## config.mk

```make
export PLATFORM = sky130hd
export DESIGN_NAME = if_fetch_queue
export DESIGN_NICKNAME = d
export VERILOG_FILES = /design/src/rtl/if_fetch_queue_pkg.sv /design/src/rtl/if_fetch_queue_ctrl.sv /design/src/rtl/if_fetch_queue.sv
export SDC_FILE = /design/constraint.sdc
export NUM_CORES = 1
export LEC_CHECK = 0
export BUFFER_PORTS_ARGS = -buffer_cell sky130_fd_sc_hd__buf_2
export CAP_MARGIN = 30
export CORE_ASPECT_RATIO = 1.25
export CORE_UTILIZATION = 52
export CTS_BUF_LIST = sky130_fd_sc_hd__clkbuf_4 sky130_fd_sc_hd__clkbuf_8 sky130_fd_sc_hd__clkbuf_16
export DETAILED_ROUTE_END_ITERATION = 8
export GPL_TIMING_DRIVEN = 1
export PLACE_DENSITY = 0.76
export SYNTH_ARGS = -nofsm -noshare
export SYNTH_HDL_FRONTEND = slang
export SYNTH_SLANG_ARGS = --single-unit
```

## constraint.sdc

```tcl
create_clock -name clk -period 3.12 [get_ports clk]
set_clock_uncertainty 0.05 [all_clocks]
set_input_delay 0.624 -clock clk [delete_from_list [all_inputs] [get_ports clk]]
set_output_delay 0.624 -clock clk [all_outputs]
set_load 0.1 [all_outputs]
```

## src/rtl/if_fetch_queue_pkg.sv

```systemverilog
// Shared pipeline definitions for the IF/ID boundary.
//   DATA_LEN      : default PC / instruction width
//   NOP_INSTR     : all-zero word that ID decodes as a bubble
//   fetch_entry_t : {pc, instr} pair, also used by the ID stage register
package if_fetch_queue_pkg;
  localparam int DATA_LEN = 32;
  localparam logic [DATA_LEN-1:0] NOP_INSTR = 32'h0;

  typedef struct packed {
    logic [DATA_LEN-1:0] pc;
    logic [DATA_LEN-1:0] instr;
  } fetch_entry_t;
endpackage

```

## src/rtl/if_fetch_queue_ctrl.sv

```systemverilog
// Pointer / occupancy control for the IF->ID fetch queue.
//   clk, rst      : clock, async active-low reset
//   i_flush       : branch taken; clears pointers and count on the next edge
//   i_push_req    : IF presents a pair
//   i_pop_req     : ID takes the head entry
//   o_wr_ptr      : storage write index
//   o_rd_ptr      : storage read index (head)
//   o_count       : occupancy 0..DEPTH
//   o_full/o_empty: occupancy flags
//   o_push        : qualified push (storage write enable)
module fetch_queue_ctrl #(
  parameter int DEPTH = 4,
  localparam int PTR_W = $clog2(DEPTH)
) (
  input  logic             clk,
  input  logic             rst,
  input  logic             i_flush,
  input  logic             i_push_req,
  input  logic             i_pop_req,
  output logic [PTR_W-1:0] o_wr_ptr,
  output logic [PTR_W-1:0] o_rd_ptr,
  output logic [PTR_W:0]   o_count,
  output logic             o_full,
  output logic             o_empty,
  output logic             o_push
);
  localparam logic [PTR_W:0]   CNT_FULL = (PTR_W+1)'(DEPTH);
  localparam logic [PTR_W:0]   CNT_ONE  = (PTR_W+1)'(1);
  localparam logic [PTR_W-1:0] PTR_ONE  = PTR_W'(1);

  logic [PTR_W-1:0] r_wr_ptr, r_rd_ptr;
  logic [PTR_W:0]   r_count;
  logic             w_full, w_empty, w_push, w_pop;

  assign w_full  = (r_count == CNT_FULL);
  assign w_empty = (r_count == '0);
  // A full queue refuses IF even when ID pops in the same cycle; IF just
  // holds its PC and retries, which keeps the freeze path purely registered.
  assign w_push  = i_push_req & ~w_full  & ~i_flush;
  assign w_pop   = i_pop_req  & ~w_empty & ~i_flush;

  always_ff @(posedge clk or negedge rst) begin
    if (!rst) begin
      r_wr_ptr <= '0;
      r_rd_ptr <= '0;
      r_count  <= '0;
    end else if (i_flush) begin
      r_wr_ptr <= '0;
      r_rd_ptr <= '0;
      r_count  <= '0;
    end else begin
      // Pointers wrap through natural PTR_W overflow (DEPTH is a power of two).
      if (w_push) r_wr_ptr <= r_wr_ptr + PTR_ONE;
      if (w_pop)  r_rd_ptr <= r_rd_ptr + PTR_ONE;
      case ({w_push, w_pop})
        2'b10:   r_count <= r_count + CNT_ONE;
        2'b01:   r_count <= r_count - CNT_ONE;
        default: r_count <= r_count;
      endcase
    end
  end

  assign o_wr_ptr = r_wr_ptr;
  assign o_rd_ptr = r_rd_ptr;
  assign o_count  = r_count;
  assign o_full   = w_full;
  assign o_empty  = w_empty;
  assign o_push   = w_push;
endmodule

```

## src/rtl/if_fetch_queue.sv

```systemverilog
// Instruction prefetch queue between IF and ID.
//   clk, rst          : clock, async active-low reset
//   flush             : branch taken from EXE, empties the queue
//   if_valid/pc/instr : pair offered by IF
//   if_freeze         : back-pressure to IF (queue full)
//   id_ready          : ID consumes the head (low during hazard stall)
//   id_valid/pc/instr : head entry; pc/instr are zero (NOP) when empty
//   count             : occupancy 0..DEPTH
// DEPTH must be a power of two and at least 2.
module if_fetch_queue
  import if_fetch_queue_pkg::*;
#(
  parameter int DATA_LEN = if_fetch_queue_pkg::DATA_LEN,
  parameter int DEPTH    = 4,
  localparam int PTR_W   = $clog2(DEPTH)
) (
  input  logic                clk,
  input  logic                rst,
  input  logic                flush,
  input  logic                if_valid,
  input  logic [DATA_LEN-1:0] if_pc,
  input  logic [DATA_LEN-1:0] if_instr,
  output logic                if_freeze,
  input  logic                id_ready,
  output logic                id_valid,
  output logic [DATA_LEN-1:0] id_pc,
  output logic [DATA_LEN-1:0] id_instr,
  output logic [PTR_W:0]      count
);
  logic [PTR_W-1:0]      w_wr_ptr, w_rd_ptr;
  logic                  w_full, w_empty, w_push;
  logic [2*DATA_LEN-1:0] w_head;

  // Storage is not reset: contents are only visible through id_* while
  // occupancy says the slot is live.
  logic [DEPTH-1:0][2*DATA_LEN-1:0] r_mem;

  fetch_queue_ctrl #(.DEPTH(DEPTH)) u_ctrl (
    .clk        (clk),
    .rst        (rst),
    .i_flush    (flush),
    .i_push_req (if_valid),
    .i_pop_req  (id_ready),
    .o_wr_ptr   (w_wr_ptr),
    .o_rd_ptr   (w_rd_ptr),
    .o_count    (count),
    .o_full     (w_full),
    .o_empty    (w_empty),
    .o_push     (w_push)
  );

  always_ff @(posedge clk) begin
    if (w_push) r_mem[w_wr_ptr] <= {if_pc, if_instr};
  end

  assign w_head    = r_mem[w_rd_ptr];
  assign if_freeze = w_full;
  assign id_valid  = ~w_empty;
  assign id_pc     = w_empty ? '0 : w_head[2*DATA_LEN-1:DATA_LEN];
  assign id_instr  = w_empty ? DATA_LEN'(NOP_INSTR) : w_head[DATA_LEN-1:0];
endmodule

```

==> qor.csv <==
metric,value,unit
setup_tns,0,ns
crit_family,buffers and inverters,
endpoint_kind,output pin,
critPathCapture,id_pc[23],
clk_pin_slew_worst_paths,0.06,ns
die_area,20200,sq um
synth_common_cells,"256 x edfxtp_1, 69 x and2_1, 64 x mux4_2",
wirelength,19.0,mm
cts_setup_buffers,0,
fp.dieH,158,um
outcome,"finished, final reports clean",
setup-violations-final,0,
power_density,780,nW/um^2
drtAntennaViolNets,0,
maxSlewViolCount,0,
path_cells,buf_12 > mux4_2 > and2_2 > buf_2,
critPathMaxStageDelay,0.56,ns
placed_cell_area,11300,sq um
synth.largest_area_cell,edfxtp_1,
cap_violations,0,
r2r-start,u_ctrl.o_count[0],
synthArstFlopShare,2.66,%
synth_area_leaders,"edfxtp_1 75%, mux4_2 14%, and2_1 4.2%, dfrtp_1 1.7%, buf_6 0.55%",
min_path_type,input port to flip-flop,
nNetsFinal,697,
drcViolationCount,0,
grt_pass1_vias,5280,
finalHoldViolCount,0,
syn_inst,466,
clock_latency,0.52,ns
cts_root_buf,clkbuf_16,
setup.worst_path.start,u_ctrl.o_rd_ptr[0],
grt_start_max_net_pins,40,
seq_area_frac_synth,77.2,%
multi_input_area,2190,sq um
r2r_slack,0.61,ns
fin_area,12100,sq um
fin_cells,906,
numCtsBuffers,26,
pre_cts_slack,0.359,ns
grt-ovfl-total,0,
fmax,331,MHz
rsz0062_at_grt,false,
wire_per_inst,21.0,um
fin_crit,3.02,ns
regArea,7870,sq um
viasPerCell,5.42,
place_hpwl,11.6,mm
dpl.cell_count,855,
min_period_over_period,96.8,%
fill_cells,1322,
power.leakage,4.22,nW
ioPinCount,138,
yosys_warnings,0,
antenna_found_initial,2,
crit_buf_inv,2,
grt_pass1_wl,29.3,mm
htreeDepth,1,
worstMarginPinSlew,0.500,ns
drt_iter0_markers,308,
relSlewSlack,66.9,%
synth.most_common_cell,edfxtp_1,
vias,4915,
grt.total_usage,19.6,%
synth_ff_type,edfxtp_1,
area_growth,19.2,%
final_core_utilization,63.9,%
io_buffers,137,
cts_tree,yes,
vdd_drop_max,0.000532,V
rr_worst_depth,8,
synth_seq_cells,263,
start_util,53.6,%
synth_cell_types,28,
worst_setup_path_start_kind,flip-flop,
core_area,19000,sq um
place.gp.congestion,0.748,
cp.depth,4,
path_class,flip-flop to output pin,
avgSynthCellArea,21.9,sq um
drtPass1Iterations,4,
crit_path_max_fanout,39,
power,9.47,mW
critical-path-slowest-cell,mux4_2,
synth_top_area_share,75.5,%
rows,56,
r2r_end,u_ctrl.o_count[1],
clock_path_buffers,3,
synth_edf_count,256,
setup_slack,0.0985,ns
synth_area,10200,sq um
dieWidth,127,um
holdWs,0.257,ns
synth_fp_nets,540,
arrival,2.35,ns
cts_sinks,263,
drive_gt1_share,43.3,%
cp.required,2.45,ns
[cell usage in the layout, fill, tap and decap left out, types with 5 or more instances in the layout]
cell type and count:
dfrtp_1 5, and2_1 57, clkbuf_16 26, mux4_2 64, and2_2 8, buf_2 136, clkbuf_4 13, buf_4 8
edfxtp_1 256, buf_12 7, nor2_1 10
[power breakdown]
part / total [mW] / switching (mW) / internal [mW] / leakage, nW
clock: 2.99 / 1.22 / 1.76 / 0.426
combinational: 2.42 / 1.86 / 0.558 / 1.38
sequential: 4.07 / 0.0502 / 4.02 / 2.41
[layer usage]
| metal | share of wire (%) | GRT usage [%] | wire length (um) | vias to the layer above |
|---|---|---|---|---|
| met4 | 1.7 | 5.67 | 316 | 0 |
| met3 | 6.2 | 3.86 | 1180 | 26 |
| li1 | - | - | - | 2193 |
| met5 | 0 | 0 | 0 | - |
| met2 | 52 | 33.8 | 9910 | 166 |
| met1 | 40 | 25.6 | 7580 | 2530 |
[area by class of cell]
type	instances	share of cell area, %
Sequential cell	263	64.8
Multi-Input combinational cell	176	18.0
Timing Repair Buffer	153	7.40
Clock buffer	39	6.22
Tap cell	261	2.69
Clock inverter	8	0.649
Inverter	3	0.0928
Antenna cell	3	0.0618
[repair_timing]
item / in CTS / in global routing
hold buffers: 1 / 0
resized for setup: 1 / 1
hold endpoints to repair: 7 / 0
endpoints found under the setup margin: 46 / 1
[worst register-to-register path, stage by stage, from the launching register on]
cell and delay, ns:
dfrtp_1 0.46, or3_4 0.54, nand2_1 0.15, nor3_1 0.07
fa_1 0.50, o21ai_0 0.10, a31oi_1 0.16, o21ai_0 0.10
a211oi_1 0.27
[cell families after synthesis]
| family | Yosys count | synth area share, % |
|---|---|---|
| xor gates and xnor gates | 5 | 0.430 |
| muxes | 65 | 14.2 |
| DFF | 263 | 77.2 |
| adders and majority gates | 5 | 0.688 |
| buffers and inverters | 27 | 1.55 |
| AOI/OAI and AO/OA | 12 | 0.725 |
| and+or+nand+nor | 89 | 5.17 |
[registers in the layout, indices dropped and copies added (netlist names)]
| name | cells |
|---|---|
| u_ctrl.o_wr_ptr | 2 |
| u_ctrl.o_count | 3 |
| u_ctrl.o_rd_ptr | 2 |
| r_mem | 256 |
[worst min path at each step]
stage	start	end	slack (ns)	depth (start not counted)
after floorplan	rst	u_ctrl.o_count[0]	0.28	0
after global placement	rst	u_ctrl.o_count[1]	0.41	1
after detailed placement	rst	u_ctrl.o_count[0]	0.42	1
after CTS	if_instr[26]	r_mem[26]	0.24	1
after global routing	if_instr[19]	r_mem[211]	0.24	1
final	if_instr[26]	r_mem[26]	0.26	1
Note: power is estimated with default switching activity, not from simulation.
